$ cat config.mk
export PLATFORM = sky130hd
export DESIGN_NAME = cla_adder_pipe
export DESIGN_NICKNAME = d
export VERILOG_FILES = /design/src/rtl/cla_pkg.sv /design/src/rtl/cla_group4.sv /design/src/rtl/cla_adder_pipe.sv
export SDC_FILE = /design/constraint.sdc
export NUM_CORES = 1
export LEC_CHECK = 0
export BUFFER_PORTS_ARGS = -buffer_cell sky130_fd_sc_hd__clkbuf_2
export CORE_MARGIN = 4
export CORE_UTILIZATION = 60
export CTS_BUF_LIST = sky130_fd_sc_hd__clkbuf_4
export CTS_CLUSTER_DIAMETER = 40
export DETAILED_ROUTE_END_ITERATION = 12
export PLACE_DENSITY = 0.78
export SLEW_MARGIN = 20
export SYNTH_ARGS = -nofsm -noshare
export SYNTH_HDL_FRONTEND = slang
export SYNTH_SLANG_ARGS = --single-unit
$ cat constraint.sdc
create_clock -name clk -period 2.3 [get_ports clk]
set_clock_uncertainty 0.2 [all_clocks]
set_input_delay 0.23 -clock clk [delete_from_list [all_inputs] [get_ports clk]]
set_output_delay 0.23 -clock clk [all_outputs]
set_load 0.02 [all_outputs]
$ cat src/rtl/cla_pkg.sv
// cla_pkg: shared constants, types and helpers for the pipelined
// carry-lookahead adder/subtractor (cla_adder_pipe) and its 4-bit group.
package cla_pkg;

  // Bit width of one lookahead group.
  localparam int CLA_GRP = 4;

  // Context travelling with each operation from stage to stage.
  typedef struct packed {
    logic valid;  // stage register holds a live operation
    logic carry;  // carry into the slice computed by the next stage
    logic sub;    // subtract mode, the next stage inverts its b slice
  } stage_ctx_t;

  // Pipeline depth: one stage per gps lookahead groups. Clamped to 1 so a
  // bad parameter set still elaborates far enough to hit the fatal check.
  function automatic int cla_nstage(input int width, input int gps);
    int n;
    if (gps < 1) begin
      n = 1;
    end else begin
      n = width / (CLA_GRP * gps);
    end
    if (n < 1) begin
      n = 1;
    end else begin
      n = n;
    end
    return n;
  endfunction

endpackage

$ cat src/rtl/cla_group4.sv
// cla_group4: purely combinational 4-bit carry-lookahead group.
// Ports:
//   a, b   in  4  operand bits of this group (b already inverted for subtract)
//   c      in  1  carry into bit 0 of the group
//   sum    out 4  group sum
//   grp_p  out 1  group propagate  P = p3 p2 p1 p0
//   grp_g  out 1  group generate   G = g3 | p3 g2 | p3 p2 g1 | p3 p2 p1 g0
//   c3     out 1  carry into bit 3 (carry into the MSB when this is the top group)
module cla_group4
  import cla_pkg::*;
(
  input  logic [CLA_GRP-1:0] a,
  input  logic [CLA_GRP-1:0] b,
  input  logic               c,
  output logic [CLA_GRP-1:0] sum,
  output logic               grp_p,
  output logic               grp_g,
  output logic               c3
);

  logic [CLA_GRP-1:0] g_s;
  logic [CLA_GRP-1:0] p_s;
  logic               c1_s;
  logic               c2_s;

  assign g_s = a & b;
  assign p_s = a ^ b;

  // Every internal carry is a flat sum-of-products of c, not a ripple.
  assign c1_s = g_s[0] | (p_s[0] & c);
  assign c2_s = g_s[1] | (p_s[1] & g_s[0]) | (p_s[1] & p_s[0] & c);
  assign c3   = g_s[2] | (p_s[2] & g_s[1]) | (p_s[2] & p_s[1] & g_s[0])
              | (p_s[2] & p_s[1] & p_s[0] & c);

  assign sum   = p_s ^ {c3, c2_s, c1_s, c};
  assign grp_p = &p_s;
  assign grp_g = g_s[3] | (p_s[3] & g_s[2]) | (p_s[3] & p_s[2] & g_s[1])
               | (p_s[3] & p_s[2] & p_s[1] & g_s[0]);

endmodule

$ cat src/rtl/cla_adder_pipe.sv
// cla_adder_pipe: pipelined carry-lookahead adder/subtractor with
// valid/ready flow control, signed-overflow and zero flags.
// Ports:
//   clk, rst_n           clock, asynchronous active-low reset
//   in_valid / in_ready  operand handshake (in_ready = !stall, combinational)
//   a, b [WIDTH]         operands
//   cin                  carry-in (add) / borrow-in (subtract)
//   sub                  0 = a + b + cin, 1 = a - b - cin
//   out_valid / out_ready result handshake
//   sum [WIDTH], cout, ovf, zero   registered result fields
// An operand set accepted at edge t appears after edge t+NSTAGE: one input
// capture register followed by NSTAGE slice stages, the last of which is the
// output register. A single global stall freezes every register.
module cla_adder_pipe
  import cla_pkg::*;
#(
  parameter int WIDTH = 16,
  parameter int GPS   = 1
) (
  input  logic             clk,
  input  logic             rst_n,
  input  logic             in_valid,
  output logic             in_ready,
  input  logic [WIDTH-1:0] a,
  input  logic [WIDTH-1:0] b,
  input  logic             cin,
  input  logic             sub,
  output logic             out_valid,
  input  logic             out_ready,
  output logic [WIDTH-1:0] sum,
  output logic             cout,
  output logic             ovf,
  output logic             zero
);

  localparam int NSTAGE = cla_nstage(WIDTH, GPS);
  localparam int SW     = CLA_GRP * GPS;  // result bits per stage

  if ((GPS < 1) ? 1'b1 : ((WIDTH % (CLA_GRP * GPS)) != 0)) begin : g_param_check
    $fatal(1, "cla_adder_pipe: GPS must be >= 1 and WIDTH a multiple of 4*GPS");
  end

  logic             stall_s;
  logic             advance_s;
  stage_ctx_t       ctx_in_r;
  logic [WIDTH-1:0] a_in_r;
  logic [WIDTH-1:0] b_in_r;
  logic             out_valid_r;
  logic [WIDTH-1:0] sum_r;
  logic             cout_r;
  logic             ovf_r;
  logic             zero_r;

  assign stall_s   = out_valid_r & ~out_ready;
  assign advance_s = ~stall_s;
  assign in_ready  = advance_s;

  // Input capture: operands, sub mode and effective carry-in c0 = cin ^ sub.
  always_ff @(posedge clk or negedge rst_n) begin
    if (!rst_n) begin
      ctx_in_r <= '0;
      a_in_r   <= '0;
      b_in_r   <= '0;
    end else if (advance_s) begin
      ctx_in_r.valid <= in_valid;
      ctx_in_r.carry <= cin ^ sub;
      ctx_in_r.sub   <= sub;
      a_in_r         <= a;
      b_in_r         <= b;
    end
  end

  // Stage k computes result bits [SW*k +: SW]. Operand bits above that slice
  // ride along (skew) and the finished lower slices accumulate (deskew), so the
  // registers shrink on the operand side and grow on the result side.
  for (genvar k = 0; k < NSTAGE; k++) begin : g_stage
    localparam int LO  = SW * k;        // first result bit of this stage
    localparam int REM = WIDTH - LO;    // operand bits still pending here

    stage_ctx_t        ctx_cur_s;
    logic [REM-1:0]    a_cur_s;
    logic [REM-1:0]    b_cur_s;
    logic [SW-1:0]     b_eff_s;
    logic [SW-1:0]     s_s;
    logic [GPS:0]      gc_s;            // carries between groups of this stage
    logic [GPS-1:0]    gp_s;
    logic [GPS-1:0]    gg_s;
    logic [GPS-1:0]    c3_s;
    logic [LO+SW-1:0]  res_next_s;
    logic              unused_c3_s;

    if (k == 0) begin : g_src
      assign ctx_cur_s  = ctx_in_r;
      assign a_cur_s    = a_in_r;
      assign b_cur_s    = b_in_r;
      assign res_next_s = s_s;
    end else begin : g_src
      assign ctx_cur_s  = g_stage[k-1].g_mid.ctx_r;
      assign a_cur_s    = g_stage[k-1].g_mid.a_r;
      assign b_cur_s    = g_stage[k-1].g_mid.b_r;
      assign res_next_s = {s_s, g_stage[k-1].g_mid.res_r};
    end

    assign b_eff_s = b_cur_s[SW-1:0] ^ {SW{ctx_cur_s.sub}};
    assign gc_s[0] = ctx_cur_s.carry;

    for (genvar j = 0; j < GPS; j++) begin : g_grp
      cla_group4 u_grp (
        .a     (a_cur_s[CLA_GRP*j +: CLA_GRP]),
        .b     (b_eff_s[CLA_GRP*j +: CLA_GRP]),
        .c     (gc_s[j]),
        .sum   (s_s[CLA_GRP*j +: CLA_GRP]),
        .grp_p (gp_s[j]),
        .grp_g (gg_s[j]),
        .c3    (c3_s[j])
      );
      // Group-to-group carry from G/P only.
      assign gc_s[j+1] = gg_s[j] | (gp_s[j] & gc_s[j]);
    end

    // Only the topmost group's c3 (carry into the MSB) is consumed, for ovf.
    assign unused_c3_s = ^c3_s;

    if (k < NSTAGE - 1) begin : g_mid
      stage_ctx_t        ctx_r;
      logic [LO+SW-1:0]  res_r;
      logic [REM-SW-1:0] a_r;
      logic [REM-SW-1:0] b_r;

      // Stage register: context, finished low slices and pending operand bits.
      always_ff @(posedge clk or negedge rst_n) begin
        if (!rst_n) begin
          ctx_r <= '0;
          res_r <= '0;
          a_r   <= '0;
          b_r   <= '0;
        end else if (advance_s) begin
          ctx_r.valid <= ctx_cur_s.valid;
          ctx_r.carry <= gc_s[GPS];
          ctx_r.sub   <= ctx_cur_s.sub;
          res_r       <= res_next_s;
          a_r         <= a_cur_s[REM-1:SW];
          b_r         <= b_cur_s[REM-1:SW];
        end
      end
    end else begin : g_last
      // Output register: full sum plus flags from the MSB group.
      always_ff @(posedge clk or negedge rst_n) begin
        if (!rst_n) begin
          out_valid_r <= 1'b0;
          sum_r       <= '0;
          cout_r      <= 1'b0;
          ovf_r       <= 1'b0;
          zero_r      <= 1'b0;
        end else if (advance_s) begin
          out_valid_r <= ctx_cur_s.valid;
          sum_r       <= res_next_s;
          cout_r      <= gc_s[GPS];
          ovf_r       <= c3_s[GPS-1] ^ gc_s[GPS];
          zero_r      <= ~|res_next_s;
        end
      end
    end
  end

  assign out_valid = out_valid_r;
  assign sum       = sum_r;
  assign cout      = cout_r;
  assign ovf       = ovf_r;
  assign zero      = zero_r;

endmodule

# After elaboration in Yosys (flattened, before gate mapping)
# Index checks and enable logic that the tools add are counted.
# word_totals
elab_cells,155
regBits,136
in_bits,38
# op_classes
bitwise,121
n_reduce_logical,6
# op_table
operator,n
bitwise AND 1 bit,61
XOR 4 bit,12
OR 1 bit,40
bitwise AND 4 bit,4
AND reduction 4 bit,4
OR reduction 16 bit,1
NOT 1 bit,2
XOR 1 bit,2
logical NOT 1 bit,1

# Logic depth before layout (Yosys ltp)
# Gate-level depths: netlist (run 1).
# depth
depth_word,9
depth_mapped,8
ltp_nobuf,7

# By module
# Synthesis (run 1) repeated with hierarchy kept, for this count alone.
# hier_totals
cells_unflattened,694
area_unflattened_um2,6187.2
# modules_own_cells
mod,n_inst,area_each_um2,seq_area_each_um2,cells_per_inst
cla_adder_pipe,1,5361.4,3403.3,598
cla_group4,4,206.4,0.0,24

# Worst setup path after synthesis (run 1)
# Ideal clock, no wire load.
# synth_timing
path_type,register to register
startpoint,reg g_stage[2].g_mid.ctx_r[0] in the netlist's numbering
endpoint,"reg sum_r[15], in the netlist sum[15]"
t_arrival_ns,1.767
stages_incl_launch_ff,9
synth_period_minus_slack_ns,2.092
setup_slack_ns,0.208
setup_time_ns,0.125
path_cell_list,dfrtp_1 clkbuf_1 xor2_1 ha_1 a21oi_1 nand2_2 a21oi_2 xnor2_1 mux2_2
# synth_between
elab_chain_cells,7
# synth_rtl
element,line_no,source
start: declaration,cla_adder_pipe.sv:125,stage_ctx_t ctx_r;
XOR 4 bit *,cla_adder_pipe.sv:104,assign b_eff_s = b_cur_s[SW-1:0] ^ {SW{ctx_cur_s.sub}};
XOR 4 bit / bitwise AND 4 bit (equally long branches),"cla_group4.sv:27, cla_group4.sv:26",
"bitwise AND 1 bit, on equally long branches","cla_group4.sv:32, cla_group4.sv:33",
"OR 1 bit, or another cell as far along",cla_group4.sv:32,assign c3 = g_s[2] | (p_s[2] & g_s[1]) | (p_s[2] & p_s[1] & g_s[0])
OR 1 bit / bitwise AND 1 bit (equally long branches),"cla_group4.sv:32, cla_group4.sv:33",
OR 1 bit,cla_group4.sv:33,| (p_s[2] & p_s[1] & p_s[0] & c);
XOR 4 bit *,cla_group4.sv:35,"assign sum = p_s ^ {c3, c2_s, c1_s, c};"
end signal: assignment,cla_adder_pipe.sv:157,sum_r <= res_next_s;
end: declaration,cla_adder_pipe.sv:49,logic [WIDTH-1:0] sum_r;
# Mark *: on every way between the ends. The rest lies on a longest branch, timed or not.
# A chain may end at the register's enable or synchronous reset.

# Worst setup path in the final report (run 1)
# Ends and elaborated chain as after synthesis.

==> results.tsv, run 1 <==
metric	value	unit
worst skew pair latency	520	ps
total core area	9330	sq um
root buffer cell	clkbuf_4	
GPL Wtd Cong	0.811	
DIE AREA	11300	sq um
TNS Setup	0	ps
Req. time, crit path	2510	ps
Crit path max-delay family	flip-flops	
H-tree levels	4	
Slowest-stage cell, CP	dfrtp_1	
adder and majority gate portion of the synthesized area	4.84	%
max cap viols	0	
Initial DRT Pass Iterations	4	
post-synthesis sequential area ratio	58.8	%
Buf/Inv on CP	0	
post-synthesis mux area share	0.194	%
cts bufs inserted	17	
largest family of logic cells by synthesized area	simple AND/OR/NAND/NOR gates	
Mean Syn Cell Area	9.06	sq um
Setup WS pre-CTS	178	ps
vias per std cell	4.97	
Die H	106	microns
status	completed	
share of layout cells above drive strength 1	14.3	%
largest net degree at the start of global routing	104	
Unique masters post-synth	31	
dpl hpwl	7.27	mm
Max FO, Critical Path	5	
final hold vios	0	
cell area power density	1450	nW/um^2
Synth Net Count	697	
clock sinks	136	
Synth Flop Type	dfrtp_1	
initial antenna violation count	0	
Worst setup SP type	flop	
RSZ-0062 raised after global routing	false	
global-route wire length before repair	20.2	mm
Syn Std Cell Area	5790	sq um
io pins	59	
Cell Rows	35	
max-slew violations	0	
FMAX	469	MHz
cell taking the most area after synthesis	dfrtp_1	
final setup fails	0	
antenna viol nets, final	0	
final non-filler cell total	876	
post-synthesis register bit count	136	
DRC	0	
Synth Area in XOR/XNOR	4.39	%
Crit. End Element	flop	
min cycle time layout	2130	ps
critical path class	reg -> reg	
CTS tree	done	
Worst path max stage delay	470	ps
via count	4354	
# diodes	0	
Slew headroom	71.5	%
chip width	106	microns
Setup WS post-layout	167	ps
YS warnings	0	
Final #Nets	792	
fin crit share	92.7	%
vias in the first global route	4426	
final WL	11.4	mm
worst-margin pin slew	427	ps
CTS max path bufs	2	
Iter 0 DRT Violations	206	
share of the synthesized area in the top cell type	58.8	%
Worst-path clk slew	120	ps
layout overhead on the synthesized area	21.0	%
critical path, cell by cell	xor2_1 > ha_1 > a21oi_1 > nand2_2 > a21oi_2 > xnor2_1 > mux2_2	
gate count of the mapped netlist	639	
leakage	3.77	nW
Post-synth EDFFs	0	
Final Core Density	75.1	%
wire length per cell	13.0	microns
GRT Overall Usage	22.3	%
Hold Path Class	in -> async	
synth cell count leaders	nand2_1 (341), dfrtp_1 (136), a21oi_1 (23), clkbuf_1 (23), xor2_1 (21)	
Simple-Gate Fraction of Synth Area	24.6	%
count leader, synth	nand2_1	
Post-synth ARST share	100	%
gr ovfl total	0	
Synth Area in Compound Gates	3.74	%
placed insts	802	
Initial Utilization	62.1	%
maximum vdd drop	0.589	mV
Hold Slack	67.8	ps
Buffers on Ports	58	
synth top area cells	dfrtp_1 (59%), nand2_1 (22%), ha_1 (3.5%)	
worst endpoint data arrival time	2340	ps
## state kept, by name, indices dropped and copies added (netlist names)
signal,count
a_in_r,16
b_in_r,16
cout,1
ctx_in_r,3
g_stage.g_mid.a_r,24
g_stage.g_mid.b_r,24
g_stage.g_mid.ctx_r,9
g_stage.g_mid.res_r,24
out_valid,1
ovf,1
sum,16
zero,1
## cell families after synthesis
logic type | count (synthesis)
simple gates | 368
compound gates | 38
fa+ha+maj | 20
flops | 136
buf+inv | 47
xor+xnor | 29
mux | 1
## final cells by class
type	instances	area [sq um]
fillers	696	2320
multi-input cells	456	2190
flip-flops and latches	136	3400
clock buffers	17	128
inverters	13	51.3
well taps	129	161
repair buffers	110	847
clock inverters	15	231
## layer usage
layer,routed length (microns),up-vias,track usage (%),share of wire [%]
li1,-,2158,-,-
met1,4950,2101,27.7,44
met2,5880,79,38.9,52
met3,363,16,5.04,3.2
met4,168,0,7.31,1.5
met5,0,-,0,0
## worst paths after layout
| check | from | endpoint | slack (ps) | depth (start not counted) |
|---|---|---|---|---|
| setup / recovery | g_stage[2].g_mid.ctx_r[0] | sum[15] | 170 | 7 |
| hold / removal | rst_n | g_stage[2].g_mid.a_r[0] | 70 | 3 |
| setup reg to reg | g_stage[2].g_mid.ctx_r[0] | sum[15] | 170 | 7 |
| hold reg to reg | a_in_r[9] | a_in_r[9] | 280 | 2 |
| max in group asynchronous | rst_n | b_in_r[6] | 1550 | 3 |
| min in group clk | b[8] | b_in_r[8] | 240 | 4 |
## where the power goes
group | leakage [nW] | switching, mW | internal [mW] | total (mW)
Clock | 0.189 | 0.850 | 1.07 | 1.92
Combinational | 1.94 | 2.32 | 1.74 | 4.06
Sequential | 1.64 | 0.726 | 3.45 | 4.18
Total | 3.77 | 3.90 | 6.26 | 10.2
## metrics by stage
stage          total power, mW  instance area [sq um]
6_report                  10.2                   7010
3_5_place_dp              8.21                   6220
5_1_grt                   11.0                   7010
3_3_place_gp              7.99                   6220
4_1_cts                   10.2                   6990
2_1_floorplan             7.13                   5790
## timing repair
item                                    4_1_cts  5_1_grt
hold buffers                                 40        0
endpoints found under the setup margin        0        2
buffers inserted                              0        2
endpoints found under the hold margin       182        0
resized for setup                             0        0
## worst min-delay path, stage by stage
cell	delay [ps]
dlygate4sd3_1	550
buf_6	150
buf_12	240
## cell usage in the layout (no fill, tap or decap), types with 2 or more instances in the layout
cell type | synthesis | routed
nand2_1 | 341 | 341
dfrtp_1 | 136 | 136
clkbuf_2 | 0 | 57
dlygate4sd3_1 | 0 | 39
a21oi_1 | 23 | 23
xor2_1 | 21 | 21
clkbuf_4 | 1 | 17
nor2_1 | 16 | 16
ha_1 | 16 | 16
inv_1 | 12 | 12
xnor2_1 | 8 | 8
buf_4 | 0 | 8
o21ai_1 | 7 | 7
bufinv_16 | 0 | 6
buf_12 | 0 | 5
fa_1 | 4 | 4
clkinv_1 | 0 | 4
a21o_1 | 3 | 3
o21bai_1 | 3 | 3
clkinv_4 | 0 | 3
nand2b_1 | 2 | 2
clkinv_2 | 0 | 2
(Power assumes the default switching activity.)
==> run 2: changes to the inputs <==
Settings changed: REMOVE_ABC_BUFFERS set to 1.
==> results.tsv, run 2 (same netlist as run 1, synthesis figures left out) <==
metric	value	unit
worst endpoint data arrival time	2380	ps
max-slew violations	0	
placed insts	807	
Post-CTS Setup Bufs	0	
Initial Utilization	62.1	%
share of layout cells above drive strength 1	15.0	%
critical path, cell by cell	xor2_1 > ha_1 > a21oi_2 > nand2_2 > a21oi_2 > xnor2_1 > mux2_2	
gr ovfl total	0	
final non-filler cell total	884	
Seq. cell area	3400	sq um
DIE AREA	11300	sq um
Regs by FF count	g_stage.g_mid.a_r x24, g_stage.g_mid.b_r x24, g_stage.g_mid.res_r x24	
RSZ-0062 raised after global routing	false	
filler instances	695	
DRC	0	
cell area power density	1400	nW/um^2
status	completed	
initial antenna violation count	0	
Die H	106	microns
root buffer cell	clkbuf_4	
final WL	10.6	mm
worst skew pair latency	520	ps
chip width	106	microns
cts bufs inserted	17	
min cycle time layout	2180	ps
wire length per cell	12.0	microns
clock sinks	136	
dpl hpwl	6.94	mm
Worst setup SP type	flop	
CTS tree	done	
Max FO, Critical Path	5	
Setup WS post-layout	116	ps
H-tree levels	4	
vias in the first global route	4281	
global-route wire length before repair	19.1	mm
CTS max path bufs	2	
Slew headroom	53.8	%
final setup fails	0	
leading cell types in the layout, fill and taps excluded	nand2_1 (341), dfrtp_1 (136), clkbuf_2 (57), dlygate4sd3_1 (44), a21oi_1 (22)	
critical path class	reg -> reg	
most common cell after layout, fill and taps aside	nand2_1	
Crit. End Element	flop	
GRT Overall Usage	21.1	%
total core area	9330	sq um
Iter 0 DRT Violations	175	
Cell Rows	35	
vias per std cell	4.89	
via count	4321	
Reg2Reg Setup Slack	120	ps
CP most frequent cell	a21oi_2	
area of the multi-input gates	2190	sq um
Slowest-stage cell, CP	dfrtp_1	
largest net degree at the start of global routing	72	
GPL Wtd Cong	0.794	
io pins	59	
Req. time, crit path	2500	ps
max cap viols	0	
final hold vios	0	
antenna viol nets, final	0	
# diodes	0	
fin crit share	95.0	%
leakage	3.76	nW
FMAX	458	MHz
layout overhead on the synthesized area	20.8	%
Worst path max stage delay	470	ps
Final Power	9.79	mW
worst-margin pin slew	693	ps
Buffers on Ports	58	
Setup WS pre-CTS	164	ps
Hold Path Class	in -> reg	
maximum vdd drop	0.568	mV
Initial DRT Pass Iterations	4	
Final #Nets	800	
Worst-path clk slew	120	ps
## run 2: cell types whose count changed in the layout (fill, tap and decap cells not counted), moves of 3 or more
cell / delta
buf_4: +5
dlygate4sd3_1: +5
bufinv_16: -3
clkinvlp_4: +3
## run 2: cell type report
cell class	instances	share of cell area, %
inverters	13	0.733
repair buffers	118	12.8
clock buffers	18	1.93
well taps	129	2.31
clock inverters	14	2.25
flip-flops and latches	136	48.7
multi-input cells	456	31.3
## run 2: worst max-delay path, delay by kind of cell, from the launching register on
kind | cells | cell delay [ps]
adder cells (fa/ha/maj) | 1 | 340
AO/OA/AOI/OAI | 2 | 390
flip-flops | 1 | 470
XOR/XNOR | 2 | 320
multiplexers | 1 | 270
AND/OR/NAND/NOR | 1 | 100
## run 2: report_power, final
part | leakage [nW] | switching, mW | total [mW] | internal (mW)
clock | 0.153 | 0.844 | 1.60 | 0.753
combinational | 1.97 | 2.32 | 4.07 | 1.75
sequential | 1.64 | 0.669 | 4.12 | 3.45
## run 2: through the flow
stage | utilization [%] | area [sq um] | setup TNS [ps] | hold slack, ps
finish | 75.0 | 6990 | 0 | 234
global route | 75.0 | 6990 | 0 | 204
global placement | 66.9 | 6240 | 0 | -31.8
floorplan | - | 5640 | -195270 | -266
CTS | 74.9 | 6990 | 0 | 203
detailed placement | 66.9 | 6240 | 0 | -27.3
## run 2: repair_timing
item / 4_1_cts / 5_1_grt
hold buffers: 45 / 0
resized for setup: 0 / 1
hold endpoints to repair: 174 / 0
endpoints found under the setup margin: 0 / 2
## run 2: worst paths after layout
check,cells after the start,to,start
min in group asynchronous,3,g_stage[2].g_mid.res_r[8],rst_n
max in group asynchronous,4,zero,rst_n
min,4,a_in_r[15],a[15]
max reg2reg,7,sum[15],g_stage[2].g_mid.ctx_r[0]
min reg2reg,1,out_valid,g_stage[2].g_mid.ctx_r[2]
max,7,sum[15],g_stage[2].g_mid.ctx_r[0]
## run 2: layer usage
layer | routed length, microns | share of wire [%] | global-route usage, %
met1 | 4710 | 44 | 27.1
met2 | 5430 | 51 | 35.7
met3 | 363 | 3.4 | 4.98
met4 | 137 | 1.3 | 6.66
met5 | 0 | 0 | 0
==> run 3: changes to the inputs <==
Settings changed: PLACE_DENSITY 0.78 to unset, PLACE_DENSITY_LB_ADDON set to 0.12.
==> results.tsv, run 3 (same netlist as run 1, synthesis figures left out) <==
metric	value	unit
io pins	59	
DIE AREA	11300	sq um
Cell Rows	35	
H-tree levels	4	
Comb pwr share	42.1	%
Slew headroom	58.7	%
switch share	40.2	%
max-slew violations	0	
chip width	106	microns
vias per std cell	4.89	
Switch Pwr	3.84	mW
wire length per cell	11.9	microns
Internal Power	5.72	mW
gr ovfl total	0	
final setup fails	0	
worst endpoint data arrival time	2330	ps
filler instances	696	
worst skew pair latency	520	ps
critical path class	reg -> reg	
Buffers on Ports	58	
Hold Slack	231	ps
Req. time, crit path	2510	ps
Crit path max-delay family	flip-flops	
Initial DRT Pass Iterations	4	
Setup WS pre-CTS	182	ps
Final #Nets	795	
vias in the first global route	4211	
placed insts	804	
initial antenna violation count	0	
maximum vdd drop	0.615	mV
worst-margin pin slew	620	ps
Hold Path Class	in -> reg	
largest net degree at the start of global routing	63	
FMAX	472	MHz
area of the multi-input gates	2190	sq um
status	completed	
Initial Utilization	62.1	%
Slowest-stage cell, CP	dfrtp_1	
via count	4300	
final hold vios	0	
antenna viol nets, final	0	
CTS tree	done	
root buffer cell	clkbuf_4	
Final Instance Area	6930	sq um
fin crit share	92.1	%
Max FO, Critical Path	5	
Worst setup SP type	flop	
DRC	0	
CTS max path bufs	2	
Reg power frac	43.1	%
Buf/Inv on CP	0	
Die H	106	microns
layout overhead on the synthesized area	19.6	%
# diodes	0	
GRT Overall Usage	21.1	%
final non-filler cell total	879	
Clock Power Share	14.8	%
most common cell after layout, fill and taps aside	nand2_1	
dpl hpwl	6.68	mm
Worst path max stage delay	460	ps
min cycle time layout	2120	ps
Seq. cell area	3400	sq um
Regs by FF count	g_stage.g_mid.a_r x24, g_stage.g_mid.b_r x24, g_stage.g_mid.res_r x24	
Final Power	9.56	mW
max cap viols	0	
leakage	3.73	nW
Worst-path clk slew	130	ps
GPL Wtd Cong	0.780	
Crit. End Element	flop	
share of layout cells above drive strength 1	14.5	%
critical path, cell by cell	xor2_1 > ha_1 > a21oi_1 > nand2_2 > a21oi_2 > xnor2_1 > mux2_2	
clock sinks	136	
final WL	10.4	mm
Cell Area, Placed	6230	sq um
Iter 0 DRT Violations	195	
cell area power density	1380	nW/um^2
RSZ-0062 raised after global routing	false	
leading cell types in the layout, fill and taps excluded	nand2_1 (341), dfrtp_1 (136), clkbuf_2 (57), dlygate4sd3_1 (42), a21oi_1 (23)	
Setup WS post-layout	182	ps
global-route wire length before repair	19.1	mm
cts bufs inserted	17	
total core area	9330	sq um
-- run 3: layout make-up --
cell class	count	share of cell area, %
inverter	13	0.777
tap	129	2.33
sequential	136	49.1
multi-input combinational	456	31.6
clock buffer	17	1.84
clock inverter	15	1.84
timing repair buffer	113	12.5
-- run 3: final timing paths --
check,cells past startpoint,slack (ps),start,end
worst min register to register,2,280,g_stage[1].g_mid.b_r[6],g_stage[1].g_mid.b_r[6]
worst min-delay path,4,230,a[1],a_in_r[1]
worst max register to register,7,180,g_stage[2].g_mid.ctx_r[0],sum[15]
min in group asynchronous,3,450,rst_n,g_stage[0].g_mid.res_r[3]
worst max-delay path,7,180,g_stage[2].g_mid.ctx_r[0],sum[15]
max in group asynchronous,4,990,rst_n,g_stage[0].g_mid.b_r[8]
-- run 3: timing repair --
action / 4_1_cts / 5_1_grt
hold buffers: 43 / 0
setup endpoints to repair: 0 / 4
hold endpoints to repair: 179 / 0
resized for setup: 0 / 1
buffers inserted: 0 / 0
-- run 3: routing by layer --
layer,vias to the layer above,track usage [%],routed length (microns)
li1,2180,-,-
met4,0,6.85,149
met2,86,33.8,5030
met3,19,5.34,431
met5,-,0,0
met1,2015,28.4,4810
-- run 3: through the flow --
step | setup TNS [ps] | utilization [%]
6_report | 0 | 74.2
5_1_grt | 0 | 74.2
4_1_cts | 0 | 74.2
3_5_place_dp | 0 | 66.8
3_3_place_gp | 0 | 66.8
2_1_floorplan | -195270 | -
-- run 3: power groups by stage --
stage                     registers (mW)  logic [mW]  clock network, mW
after floorplan                     4.22        2.83                  0
after global placement              4.13        3.77                  0
after detailed placement            4.17        3.97                  0
after CTS                           4.13        4.08               1.46
after global routing                4.27        4.65               1.57
final                               4.12        4.02               1.41
-- run 3: worst reg2reg max path: cells and delay by family (launching register included) --
kind	cells	cell delay (ps)
DFF	1	460
muxes	1	280
adders and majority gates	1	320
xor gates and xnor gates	2	320
AOI/OAI and AO/OA	2	380
and+or+nand+nor	1	90
